$ cat config.mk
export PLATFORM = sky130hd
export DESIGN_NAME = data_mem_access_unit
export DESIGN_NICKNAME = d
export VERILOG_FILES = /design/src/rtl/data_mem_access_unit.sv
export SDC_FILE = /design/constraint.sdc
export NUM_CORES = 1
export LEC_CHECK = 0
export CAP_MARGIN = 40
export CORE_MARGIN = 4
export CORE_UTILIZATION = 44
export DETAILED_ROUTE_END_ITERATION = 8
export GPL_TIMING_DRIVEN = 0
export PLACE_DENSITY_LB_ADDON = 0.08
export SYNTH_ARGS = -nofsm -noshare
export SYNTH_HDL_FRONTEND = slang
export SYNTH_SLANG_ARGS = --single-unit
export TNS_END_PERCENT = 10
$ cat constraint.sdc
create_clock -name clk -period 2.1 [get_ports clk]
set_clock_uncertainty 0.05 [all_clocks]
set_input_delay 0.315 -clock clk [delete_from_list [all_inputs] [get_ports clk]]
set_output_delay 0.315 -clock clk [all_outputs]
set_load 0.005 [all_outputs]
$ cat src/rtl/data_mem_access_unit.sv
// data_mem_access_unit
// MEM-stage responder: takes one load/store at a time, runs it on a req/ack
// data-memory bus, and returns an extended load result or an error pulse.
// Optional feature macro: DMAU_TIMEOUT_EN (abort REQ after TIMEOUT_CYCLES).
//
// state   | meaning
// --------+--------------------------------------------------------------
// IDLE    | ready for a request; bus idle
// REQ     | bus request held with stable mem_* outputs, waiting for ack
// RESP    | one-cycle response pulse (result, or error with zero data)

module data_mem_access_unit #(
    parameter int ADDR_W         = 32,
    parameter int TIMEOUT_CYCLES = 64
) (
    input  logic              clk,
    input  logic              reset,
    input  logic              req_valid_i,
    output logic              req_ready_o,
    input  logic [1:0]        data_mem_we_i,
    input  logic [2:0]        funct3_i,
    input  logic [ADDR_W-1:0] addr_i,
    input  logic [31:0]       wdata_i,
    output logic              mem_req_o,
    output logic              mem_we_o,
    output logic [3:0]        mem_be_o,
    output logic [ADDR_W-1:0] mem_addr_o,
    output logic [31:0]       mem_wdata_o,
    input  logic              mem_ack_i,
    input  logic [31:0]       mem_rdata_i,
    output logic              rsp_valid_o,
    output logic [31:0]       rsp_rdata_o,
    output logic              err_o
);

    typedef enum logic [1:0] {
        ST_IDLE = 2'd0,
        ST_REQ  = 2'd1,
        ST_RESP = 2'd2
    } state_t;

    state_t state_q, state_d;

    logic [1:0]        we_q;
    logic [2:0]        funct3_q;
    logic [ADDR_W-1:0] addr_q;
    logic [31:0]       wdata_q;
    logic              err_q;
    logic [31:0]       rdata_q;

    logic              accept;
    logic              req_err;
    logic              tmo_hit;
    logic [31:0]       load_ext;

    assign accept = (state_q == ST_IDLE) && req_valid_i;

    // Legality and alignment of the request currently on the inputs
    always_comb begin
        req_err = 1'b0;
        case (data_mem_we_i)
            2'b00: begin
                case (funct3_i)
                    3'b000, 3'b100: req_err = 1'b0;
                    3'b001, 3'b101: req_err = addr_i[0];
                    3'b010:         req_err = |addr_i[1:0];
                    default:        req_err = 1'b1;
                endcase
            end
            2'b01:   req_err = 1'b0;
            2'b10:   req_err = addr_i[0];
            default: req_err = |addr_i[1:0];
        endcase
    end

`ifdef DMAU_TIMEOUT_EN
    localparam int CNT_W = (TIMEOUT_CYCLES > 1) ? $clog2(TIMEOUT_CYCLES) : 1;
    localparam logic [CNT_W-1:0] TMO_LOAD = CNT_W'(TIMEOUT_CYCLES - 1);

    logic [CNT_W-1:0] tmo_cnt_q;

    // Down-counter loaded on REQ entry; zero marks the last allowed REQ cycle
    always_ff @(posedge clk) begin
        if (reset) begin
            tmo_cnt_q <= '0;
        end else if (accept) begin
            tmo_cnt_q <= TMO_LOAD;
        end else if ((state_q == ST_REQ) && (tmo_cnt_q != '0)) begin
            tmo_cnt_q <= tmo_cnt_q - 1'b1;
        end
    end

    assign tmo_hit = (state_q == ST_REQ) && (tmo_cnt_q == '0);
`else
    assign tmo_hit = 1'b0;
`endif

    // Lane selection and sign/zero extension of the returned word
    always_comb begin
        logic [7:0]  rd_byte;
        logic [15:0] rd_half;
        case (addr_q[1:0])
            2'b00:   rd_byte = mem_rdata_i[7:0];
            2'b01:   rd_byte = mem_rdata_i[15:8];
            2'b10:   rd_byte = mem_rdata_i[23:16];
            default: rd_byte = mem_rdata_i[31:24];
        endcase
        rd_half = addr_q[1] ? mem_rdata_i[31:16] : mem_rdata_i[15:0];
        case (funct3_q)
            3'b000:  load_ext = {{24{rd_byte[7]}}, rd_byte};
            3'b001:  load_ext = {{16{rd_half[15]}}, rd_half};
            3'b010:  load_ext = mem_rdata_i;
            3'b100:  load_ext = {24'd0, rd_byte};
            3'b101:  load_ext = {16'd0, rd_half};
            default: load_ext = 32'd0;
        endcase
    end

    // State register
    always_ff @(posedge clk) begin
        if (reset) begin
            state_q <= ST_IDLE;
        end else begin
            state_q <= state_d;
        end
    end

    // Next-state logic; ack takes priority over a timeout in the same cycle
    always_comb begin
        state_d = state_q;
        case (state_q)
            ST_IDLE: begin
                if (req_valid_i) begin
                    state_d = req_err ? ST_RESP : ST_REQ;
                end
            end
            ST_REQ: begin
                if (mem_ack_i || tmo_hit) begin
                    state_d = ST_RESP;
                end
            end
            default: state_d = ST_IDLE;
        endcase
    end

    // Request capture on accept, result capture on ack or timeout
    always_ff @(posedge clk) begin
        if (reset) begin
            we_q     <= 2'b00;
            funct3_q <= 3'b000;
            addr_q   <= '0;
            wdata_q  <= 32'd0;
            err_q    <= 1'b0;
            rdata_q  <= 32'd0;
        end else if (accept) begin
            we_q     <= data_mem_we_i;
            funct3_q <= funct3_i;
            addr_q   <= addr_i;
            wdata_q  <= wdata_i;
            err_q    <= req_err;
            rdata_q  <= 32'd0;
        end else if (state_q == ST_REQ) begin
            if (mem_ack_i) begin
                rdata_q <= (we_q == 2'b00) ? load_ext : 32'd0;
            end else if (tmo_hit) begin
                err_q   <= 1'b1;
                rdata_q <= 32'd0;
            end
        end
    end

    // Bus and response outputs; everything on the bus is zero outside REQ
    always_comb begin
        logic       in_req;
        logic [3:0] be;
        logic [31:0] wd;
        in_req = (state_q == ST_REQ);
        case (we_q)
            2'b00: begin
                be = 4'b1111;
                wd = 32'd0;
            end
            2'b01: begin
                be = 4'b0001 << addr_q[1:0];
                wd = {4{wdata_q[7:0]}};
            end
            2'b10: begin
                be = 4'b0011 << {addr_q[1], 1'b0};
                wd = {2{wdata_q[15:0]}};
            end
            default: begin
                be = 4'b1111;
                wd = wdata_q;
            end
        endcase
        req_ready_o = (state_q == ST_IDLE);
        mem_req_o   = in_req;
        mem_we_o    = in_req && (we_q != 2'b00);
        mem_be_o    = in_req ? be : 4'b0000;
        mem_addr_o  = in_req ? {addr_q[ADDR_W-1:2], 2'b00} : '0;
        mem_wdata_o = in_req ? wd : 32'd0;
        rsp_valid_o = (state_q == ST_RESP);
        rsp_rdata_o = (state_q == ST_RESP) ? rdata_q : 32'd0;
        err_o       = (state_q == ST_RESP) && err_q;
    end

endmodule

# Word-level counts from Yosys, hierarchy flattened
# Index checks and enable logic that the tools add are counted.
# W data, S select, Z words.
# totals
register_bits	104
input_bits	105
output_inout_bits	105
word_cells	59
# classes
n_eq_ne	18
n_shift	2
n_mux	16
n_reduce_logical	16
# ops
operator	count
$pmux W32 S5	1
$mux W32	4
$pmux W32 S3	1
$pmux W8 S3	1
$mux W16	1
$eq A3 B3 Y1 const B	4
$eq A2 B1 Y1 const B	4
$eq A2 B2 Y1 const B	4
$logic_not A2 Y1	4
$pmux W4 S2	1
$reduce_or A2 Y1	4
$eq A3 B1 Y1 const B	2
$eq A3 B2 Y1 const B	2
$logic_not A3 Y1	2
$mux W2	3
$pmux W1 S3	2
$mux W4	1
$pmux W2 S2	1
$reduce_and A2 Y1	2
$shl A1 B2 Y4 const A	1
$shl A2 B2 Y4 const A	1
$logic_and A1 B1 Y1	3
$ne A2 B1 Y1 const B	1
$ne A2 B2 Y1 const B	1
$reduce_bool A2 Y1	1

# Depth between registers and ports, before layout
# Gate-level depths: netlist of the first run.
# logic_depth
word_depth	7
mapped_depth	7

# Worst setup path before layout of the first run
# No wires, ideal clock.
# synth_timing
path_type	reg2out
start	register we_q[0]
end	output port mem_wdata_o[0]
arrival_ns	1.465
required_time_ns	1.735
slack_ns	0.270
stages_incl_launch_ff	8
path_cell_list	dfxtp_1 -> ha_1 -> clkbuf_1 -> or2_2 -> buf_2 -> nor2_1 -> nor2_1 -> and2_1
# synth_between
elab_chain_cells	3
word_cells_on_any_way	5
# synth_lines
item	line_no	text
start: declaration	44	logic [1:0] we_q;
start signal: assignment	156	we_q <= data_mem_we_i;
$eq A2 B2 Y1 (tied with other cells)	178	case (we_q)
$pmux W32 S3 (*)	178	
$mux W32 (*)	201	mem_wdata_o = in_req ? wd : 32'd0;
end: declaration	28	output logic [31:0] mem_wdata_o,
# Mark *: on every way between the ends. The rest lies on a longest branch, timed or not.

# Worst setup path in the final report of the first run
# layout_timing
start	register we_q[0]
end	output port mem_wdata_o[12]
# The elaborated chain is that of the path after synthesis.

==> results.md, run 1 <==
- Synth warn: 0
- M3 GR Usage: 5.46%
- Cell taking the most area after synthesis: dfxtp_1
- Slowest cell delay on critical path: 410 ps
- Via density: 5.66
- Core outline area: 12000 sq um
- Largest net degree at the start of global routing: 17
- Number of flops mapped to enable cells by yosys: 0
- Drt first-iter violations: 563
- Share of the yosys chip area belonging to registers: 38.4%
- Synth top area cells: dfxtp_1, a21oi_1, nand2_1
- CP delay by family, top: flip-flops
- Die area: 14200 sq um
- Reg2reg start: state_q[0]
- Synth Flop Type: dfxtp_1
- Tcrit/Tclk final: 102%
- Sequential share of power: 43.0%
- Tmin final: 2130 ps
- # IOs: 210
- PnR Total Power: 5040 uW
- Combinational Power Share: 21.7%
- Root Buffer: clkbuf_16
- Reg2reg end: rdata_q[17]
- Hold Startpoint: err_q
- Std-Cell Rows: 40
- RSZ-0062 raised after global routing: yes
- Share of the synthesized area in the top cell type: 38.4%
- Num CTS Buffers: 9
- Total congestion overflow: 0
- Psw: 1400 uW
- Cell count after synthesis: 690
- Post-Syn Area: 5420 sq um
- WP buf/inv: 2
- Leak: 0.00358 uW
- WP data required: 1740 ps
- Clock Tree Buf Depth: 2
- R2r worst-path depth: 5
- Drt pass-1 iters: 6
- Maximum vdd drop: 0.490 mV
- Gpl congestion: 0.903
- Mean Syn Cell Area: 7.85 sq um
- Initial antenna violation count: 0
- WS Path Type: reg -> out
- Sw frac: 27.7%
- Met1 Use GR: 31.4%
- Clock Sinks: 104
- Actual slew at the worst max-slew pin: 594 ps
- Worst Setup Slack, final: -32.5 ps
- Register area: 2090 sq um
- Starting Density: 45.1%
- Relative slew slack: 60.2%
- Worst reg2reg setup slack: 250 ps
- CP startpoint kind: flop
- Crit path DAT: 1770 ps
- Drt wl/cell: 18.4 microns
- DRT Wirelength: 19.6 mm
- CP Capture Type: output pin
- Htree depth: 3
- Die width: 119 microns
- Global Route met2 Usage: 46.0%
- Async set-reset flop share out of synthesis: 0%
- Detailed placer's ending HPWL: 14.4 mm
- Worst setup path startpoint: we_q[0]
- Hold path depth: 2
- Violated checks: setup timing
- Clock Pin Slew Worst Setup and Hold Paths: 70 ps
- N_diodes: 0
- Overall Global Routing Usage: 26.4%
- Via count: 6018
- Port bufs: 207
- Max cap viols: 0
- Area grow syn2layout: 52.8%
- Hold Vio Cnt, Final: 0
- Die H: 119 microns
- Hold Path Class: reg -> reg
- DRT antenna net count: 0
- Layout fillers: 975
- Final Setup Violations: 5
- Worst-path cell chain: inv_4 -> ha_4 -> or2_4 -> a22oi_2 -> nor2_1 -> dlygate4sd2_1
- CTS tree: yes
- Slowest stage cell, crit path: dfxtp_4
- Share of cells above drive strength 1: 16.0%
- Max Slew Vio Count: 0
- Yosys reg bits: 104
- Drt drc: 0
- Layout Nets: 1022
- Cell area power density: 608 nW/um^2
- Clock power share: 35.3%
- Netlist cell types: 45
- Clock latency at the later pin of the worst-skew pair: 340 ps
- Run status: finished, violations left
- Area occupied by multi-input gates: 3200 sq um
- F_max: 0.469 GHz
- Final hold slack: 400 ps
- Gr busiest metal: met2
- First-pass GRT wire length: 30.1 mm
- Worst-path maximum fanout: 5
- Vias in the first global route: 5955
- Hold EP: err_q
- Internal power: 3640 uW
[metrics by stage]
stage	cells	setup slack (ps)	setup TNS (ps)	instance area, sq um	util (%)
floorplan	691	270	0	5420	-
global placement	1045	-507	-14810	7680	63.9
detailed placement	1045	-539	-16210	7680	63.9
CTS	1060	-175	-1440	8180	68.1
global route	1064	-85.5	-1130	8280	68.9
finish	1064	-32.5	-98.9	8280	68.9
[worst max path at each step]
stage | endpoint | cells past startpoint
floorplan | mem_wdata_o[0] | 7
global placement | mem_wdata_o[0] | 8
detailed placement | mem_wdata_o[0] | 8
CTS | mem_wdata_o[8] | 7
global route | mem_wdata_o[13] | 6
finish | mem_wdata_o[12] | 6
[cell usage in the layout, fill, tap and decap left out, types with 5 or more instances in the layout]
master           Yosys  routed
a22oi_1             43      23
clkbuf_16            0      10
dfxtp_1            104     100
a222oi_1             9       9
nor2_1              41      33
dlygate4sd2_1        0      36
buf_6                4       8
clkdlybuf4s50_1      0     116
nand2_1            150     149
buf_2                9      18
a21oi_1            122     118
clkbuf_2             0      21
a211oi_1            28      28
and2_1              74      73
dlymetal6s2s_1       0      22
buf_4                3       9
clkbuf_1            38      28
clkbuf_8             3       8
a22oi_2              0      20
mux4_2               5       5
[timing repair]
action	4_1_cts	5_1_grt
hold endpoints to repair	0	0
setup endpoints to repair	99	60
gates cloned	0	1
gates resized for setup	181	93
setup buffers	2	3
hold buffers	0	0
pin swaps	12	21
[registers in the layout, indices dropped and copies added, names as in the netlist]
register / cells
addr_q: 32
rdata_q: 32
wdata_q: 32
funct3_q: 3
state_q: 2
we_q: 2
err_q: 1
[worst reg2reg max path, delay by kind of cell, from the launching register on]
kind / cells / cell delay [ps]
and+or+nand+nor: 3 / 770
DFF: 1 / 360
AOI/OAI and AO/OA: 1 / 110
buffers and inverters: 1 / 430
[metal layers]
layer,vias to the layer above,share of wire (%)
li1,2829,-
met1,2821,39
met2,323,50
met3,45,8.0
met4,0,3.3
met5,-,0
[Yosys cell counts, types with 2 or more instances]
cell type    n
inv_1        6
mux4_2       5
nor2_1      41
a22oi_1     43
a211oi_1    28
nor2b_1      4
buf_2        9
clkbuf_8     3
nand2_1    150
nand2b_1     2
buf_6        4
mux4_4       3
nor3_1       3
a222oi_1     9
and2_1      74
dfxtp_1    104
a211o_1      2
buf_4        3
a21oi_1    122
ha_1         4
clkbuf_1    38
buf_1        4
o21ai_0      4
mux2i_1      4
[power by group through the flow]
stage	combinational [uW]	sequential (uW)	clock, uW
3_5_place_dp	982	2190	0
6_report	1090	2170	1780
2_1_floorplan	547	2170	0
4_1_cts	1050	2160	1790
3_3_place_gp	953	2190	0
5_1_grt	1180	2180	1870
[final cells by class]
type / count / share of cell area, %
multi-input cells: 517 / 38.7
flip-flops and latches: 104 / 25.3
repair buffers: 213 / 24.0
plain buffers: 61 / 5.58
clock buffers: 10 / 2.77
well taps: 147 / 2.22
clock inverters: 5 / 0.998
inverters: 7 / 0.469
[logic make-up (layout without fill, tap and decap cells)]
group / Yosys count / in the layout / share of synthesized area (%)
and+or+nand+nor: 282 / 282 / 24.5
muxes: 12 / 12 / 4.20
adders and majority gates: 4 / 4 / 0.924
AOI/OAI and AO/OA: 217 / 217 / 25.0
DFF: 104 / 104 / 38.4
other: 1 / 2 / 0.0692
buffers and inverters: 70 / 296 / 6.86
Note: power is estimated with default switching activity, not from simulation.
==> run 2: changes to the inputs <==
--- a/config.mk
+++ b/config.mk
@@ -8,6 +8,7 @@
 export CAP_MARGIN = 40
 export CORE_MARGIN = 4
 export CORE_UTILIZATION = 44
+export CTS_CLUSTER_DIAMETER = 50
 export DETAILED_ROUTE_END_ITERATION = 8
 export GPL_TIMING_DRIVEN = 0
 export PLACE_DENSITY_LB_ADDON = 0.08
==> results of run 2 <==
No change in the layout: final DEF, timing and power equal those of run 1.
